--- config.mk ---
export PLATFORM = sky130hd
export DESIGN_NAME = activ_tile
export DESIGN_NICKNAME = d
export VERILOG_FILES = /design/src/rtl/tpu_act_pkg.sv /design/src/rtl/activ_lane.sv /design/src/rtl/activ_tile.sv
export SDC_FILE = /design/constraint.sdc
export NUM_CORES = 1
export LEC_CHECK = 0
export ABC_CLOCK_PERIOD_IN_PS = 6200
export CAP_MARGIN = 0
export CELL_PAD_IN_SITES_DETAIL_PLACEMENT = 2
export CELL_PAD_IN_SITES_GLOBAL_PLACEMENT = 2
export CORE_MARGIN = 1.5
export CORE_UTILIZATION = 30
export CTS_BUF_LIST = sky130_fd_sc_hd__clkbuf_16
export CTS_CLUSTER_SIZE = 24
export DETAILED_ROUTE_END_ITERATION = 8
export PLACE_DENSITY = 0.81
export SYNTH_ARGS = -nofsm -noshare
export SYNTH_HDL_FRONTEND = slang
export SYNTH_SLANG_ARGS = --single-unit
--- constraint.sdc ---
create_clock -name clk -period 6.2 [get_ports clk]
set_clock_uncertainty 0.1 [all_clocks]
set_input_delay 0.93 -clock clk [delete_from_list [all_inputs] [get_ports clk]]
set_output_delay 0.93 -clock clk [all_outputs]
set_load 0.01 [all_outputs]
--- src/rtl/tpu_act_pkg.sv ---
// tpu_act_pkg: shared activation mode encodings, tile FSM states and element indexing.
package tpu_act_pkg;
  localparam logic [1:0] ACT_PASS   = 2'b00;
  localparam logic [1:0] ACT_RELU_T = 2'b01;
  localparam logic [1:0] ACT_CLAMP  = 2'b10;
  localparam logic [1:0] ACT_LEAKY  = 2'b11;
  typedef enum logic {COLLECT = 1'b0, HOLD = 1'b1} state_t;
  function automatic int idx(input int r, input int c, input int n);
    return r * n + c;
  endfunction
endpackage

--- src/rtl/activ_lane.sv ---
// activ_lane: combinational per-element activation selected by mode against thresh.
module activ_lane
  import tpu_act_pkg::*;
#(
  parameter int DW     = 8,
  parameter int LSHIFT = 2
) (
  input  logic [1:0]    i_mode,
  input  logic [DW-1:0] i_thresh,
  input  logic [DW-1:0] i_x,
  output logic [DW-1:0] o_y
);
  logic w_gt;
  assign w_gt = i_x > i_thresh;
  assign o_y = (i_mode == ACT_RELU_T) ? (w_gt ? i_x : '0) :
               (i_mode == ACT_CLAMP)  ? (w_gt ? i_thresh : i_x) :
               (i_mode == ACT_LEAKY)  ? (w_gt ? i_x : i_x >> LSHIFT) : i_x;
endmodule

--- src/rtl/activ_tile.sv ---
// activ_tile: collects per-lane activated elements into an N x N tile, presented via valid/ready.
module activ_tile
  import tpu_act_pkg::*;
#(
  parameter int N      = 4,
  parameter int DW     = 8,
  parameter int LSHIFT = 2
) (
  input  logic              clk,
  input  logic              rst,
  input  logic [1:0]        mode,
  input  logic [DW-1:0]     thresh,
  input  logic [N*DW-1:0]   acin,
  input  logic [N-1:0]      dv_acin,
  output logic              in_ready,
  output logic [N*N*DW-1:0] acout,
  output logic              out_valid,
  input  logic              out_ready,
  output logic              err_ovf
);
  localparam int CW = $clog2(N + 1);
  state_t r_state, w_next;
  logic [CW-1:0] r_cnt [N];
  logic [N*N*DW-1:0] r_tile;
  logic r_err;
  logic [N*DW-1:0] w_y;
  logic [N-1:0] w_acc, w_drop, w_done;
  logic w_fire;
  genvar l;
  generate
    for (l = 0; l < N; l++) begin : g_lane
      activ_lane #(.DW(DW), .LSHIFT(LSHIFT)) u_lane (
        .i_mode(mode), .i_thresh(thresh), .i_x(acin[l*DW +: DW]), .o_y(w_y[l*DW +: DW])
      );
      assign w_acc[l]  = in_ready & dv_acin[l] & (r_cnt[l] != CW'(N));
      assign w_drop[l] = in_ready & dv_acin[l] & (r_cnt[l] == CW'(N));
      // a lane counts as done if already full or filling its last column on this edge
      assign w_done[l] = (r_cnt[l] == CW'(N)) | (w_acc[l] & (r_cnt[l] == CW'(N - 1)));
    end
  endgenerate
  assign in_ready  = r_state == COLLECT;
  assign out_valid = r_state == HOLD;
  assign w_fire    = out_valid & out_ready;
  assign acout     = r_tile;
  assign err_ovf   = r_err;
  always_comb begin
    w_next = r_state;
    if (r_state == COLLECT && &w_done) w_next = HOLD;
    if (w_fire) w_next = COLLECT;
  end
  always_ff @(posedge clk) begin
    if (rst) begin
      r_state <= COLLECT;
      r_tile  <= '0;
      r_err   <= 1'b0;
      for (int i = 0; i < N; i++) r_cnt[i] <= '0;
    end else begin
      r_state <= w_next;
      for (int i = 0; i < N; i++) begin
        if (w_acc[i]) begin
          r_tile[idx(i, int'(r_cnt[i]), N)*DW +: DW] <= w_y[i*DW +: DW];
          r_cnt[i] <= r_cnt[i] + 1'b1;
        end
        if (w_fire) r_cnt[i] <= '0;
      end
      if (|w_drop) r_err <= 1'b1;
    end
  end
endmodule

==> reports/summary.txt <==
crit path kind = in -> reg
fin nets = 1569
Rows = 68
Synthesized Nets = 1427
outcome = complete, but fails checks
violated checks = max-slew violations
I/O pin total = 180
Hold Fails Final Rpt = 0
min-delay src = err_ovf
Netlist Area Pre-Place = 0.0104 mm^2
hpwl dp = 40.3 mm
min-delay worst type = reg -> reg
Area Growth Syn to Fin = 26.6%
clk buf depth = 2
unrepaired setup endpoints after global routing = false
worst flop-to-flop path endpoint = acout[76]
static leakage = 4.73 nW
DR vias = 12600
DR DRC count = 0
via/cell ratio = 6.53
Port Buffer Count = 179
EDFF count, synth = 12
Min Clock Period, post-route = 4.64 ns
hold path endpoint = err_ovf
clock sinks = 142
Pwr per Cell Area = 236 mW/mm^2
Chip Height = 190 um
DRT iter0 DRCs = 1109
warnings from Yosys = 0
layout cells sized above 1 = 0.0688
Syn Area/Cell = 7.96 um^2
register area share after synthesis = 0.284
GRT Residual Overflow = 0
Slew @ Worst Pin = 1.55 ns
Post-Route WL = 56.7 mm
Synth Register Bits = 142
Cell Area, Placed = 0.0127 mm^2
first-pass GRT wire length = 83.5 mm
final core utilization = 0.385
crit-path max FO = 8
CTS tree = done
Core Region = 0.0344 mm^2
Worst Setup End Kind = register
post-place setup slack = 1.20 ns
fmax = 0.216 GHz
CP startpoint kind = input pin
Clock transition at path regs = 0.07 ns
cell area after layout = 0.0132 mm^2
Relative slew margins = -0.0342
vias in the first global route = 13000
Final ANT Viol Nets = 0
TritonCTS buffer count = 17
max-cap violation count = 0
maximum vdd drop = 0.221 mV
Clock Latency Late Sink = 0.45 ns
TNS Setup = 0 ns
Die Wd = 190 um
WHS Path Cells = 2
pin count of the biggest net entering global routing = 56
fin crit share = 0.748
Post-CTS Setup Inserts = 0
R2R cell count = 10
WL/cell = 29.5 um
R2R setup slack = 1.90 ns
Die Area = 0.0359 mm^2
DR pass1 iterations = 8
cts hold-fix bufs = 0
Synth async-reset ratio = 0
Slew Limit Fails = 8
final setup fails = 0
arrival time of the worst setup path = 4.89 ns
Worst EP required = 6.45 ns
PostCTS Resize Cnt = 0
gp weighted congestion = 0.927
RR Startpoint = r_cnt[2][0]
Top FF cell, synth = dfxtp_1
initial antenna violation count = 0
GR Util All Layers = 0.311
H-tree levels = 4
min setup slack post-route = 1.56 ns
synth unique cells = 72
initial core utilization = 0.304
Mapped Cells = 1313
root buffer cell = clkbuf_16
==> kinds of logic (layout without fill, tap and decap cells) <==
family | after synthesis | in the layout | share of synthesized area
other cells | 0 | 1 | 0
flops | 142 | 142 | 0.284
fa+ha+maj | 65 | 65 | 0.0779
mux | 41 | 41 | 0.0406
simple gates | 476 | 476 | 0.227
buf+inv | 128 | 283 | 0.0502
compound gates | 461 | 461 | 0.320
==> synthesized netlist by cell type (6+ instances only) <==
cell       number  area share
nor2b_1        16      0.0096
a221o_1        18       0.017
a221oi_1       71       0.060
edfxtp_1       12       0.034
buf_1          12      0.0043
nand4_1        18       0.011
nor3_1         27       0.013
a2111oi_0       7      0.0059
inv_1          41       0.015
nor2_1         94       0.034
nand3_1        53       0.025
nand2_1       151       0.054
a22o_1         11      0.0092
a22oi_1        16       0.012
buf_2          19      0.0091
a211oi_1       47       0.034
clkbuf_1       51       0.018
o21ai_0        55       0.026
o211ai_1        6      0.0043
a32o_1         13       0.012
mux2_2         11       0.012
nand2b_1       13      0.0078
dfxtp_1       130        0.25
mux2i_1        30       0.029
and3_1         12      0.0072
and2_1         42       0.025
nor3b_1         6      0.0043
ha_1           65       0.078
o22ai_1        30       0.018
a21oi_1        96       0.046
o32ai_1        24       0.020
a31oi_1        21       0.013
a21o_1          8      0.0058
==> critical path, cell delays in order <==
cell             delay [ns]
clkdlybuf4s50_1        0.57
inv_1                  0.20
ha_1                   0.36
a21oi_1                0.07
o21ai_0                0.50
nand2_1                0.33
and2_1                 0.27
o211ai_1               0.70
and2_1                 0.52
a221oi_1               0.15
o32ai_1                0.28
==> how the worst max path moves through the flow <==
| stage | start | end | cells after the start |
|---|---|---|---|
| CTS | thresh[1] | acout[107] | 11 |
| detailed placement | thresh[1] | acout[75] | 11 |
| floorplan | thresh[6] | acout[64] | 11 |
| finish | thresh[5] | acout[28] | 11 |
| global route | thresh[5] | acout[60] | 11 |
| global placement | thresh[4] | acout[24] | 11 |
==> state kept, by name, indices dropped and copies added, names as in the netlist, named ones only <==
name       flops
acout        120
err_ovf        1
out_valid      1
r_cnt         12
==> per-stage QoR <==
step	hold slack (ns)	power, mW	std cells
after floorplan	0.405	1.58	1313
after global placement	0.363	2.02	1891
after detailed placement	0.388	2.05	1891
after CTS	0.407	3.08	1923
after global routing	0.419	3.20	1923
final	0.398	3.12	1924
==> cells in the final DEF (no fill, tap or decap), types with 6 or more instances in the layout <==
master             n
a2111oi_0          7
a221oi_1          71
nor2b_1           16
ha_1              65
a211oi_1          47
nand4_1           18
nor3_1            27
a21o_1             8
clkdlybuf4s50_1  178
o21ai_0           55
a221o_1           18
o32ai_1           24
dfxtp_1          130
mux2_2            11
nor3b_1            6
buf_4             31
a22oi_1           16
nor2_1            94
o211ai_1           6
nand2b_1          13
nand2_1          151
and3_1            12
a22o_1            11
nand3_1           53
and2_1            42
inv_1             42
clkbuf_16         17
mux2i_1           30
a32o_1            13
a31oi_1           21
a21oi_1           96
o22ai_1           30
edfxtp_1          12
==> area by class of cell <==
cell class              count  area (um^2)
multi-input cells        1043         6960
diodes                      1         2.50
well taps                 455          569
fillers                  3946        21100
repair buffers            209         2010
flip-flops and latches    142         2960
clock inverters            15          134
inverters                  42          158
clock buffers              17          425
==> metal layers <==
layer / up-vias / wire length [um] / track usage
met3: 210 / 4500 / 0.0540
met2: 696 / 25200 / 0.487
met1: 6308 / 23500 / 0.402
met4: 0 / 3480 / 0.180
met5: - / 0 / 0
li1: 5357 / - / -
==> where the power goes <==
group          total [mW]  leakage [nW]  switching (mW)  internal [mW]
logic                1.04          3.27           0.697          0.345
clock network        1.04         0.271           0.483          0.556
registers            1.03          1.18          0.0543          0.980
(Power assumes the default switching activity.)
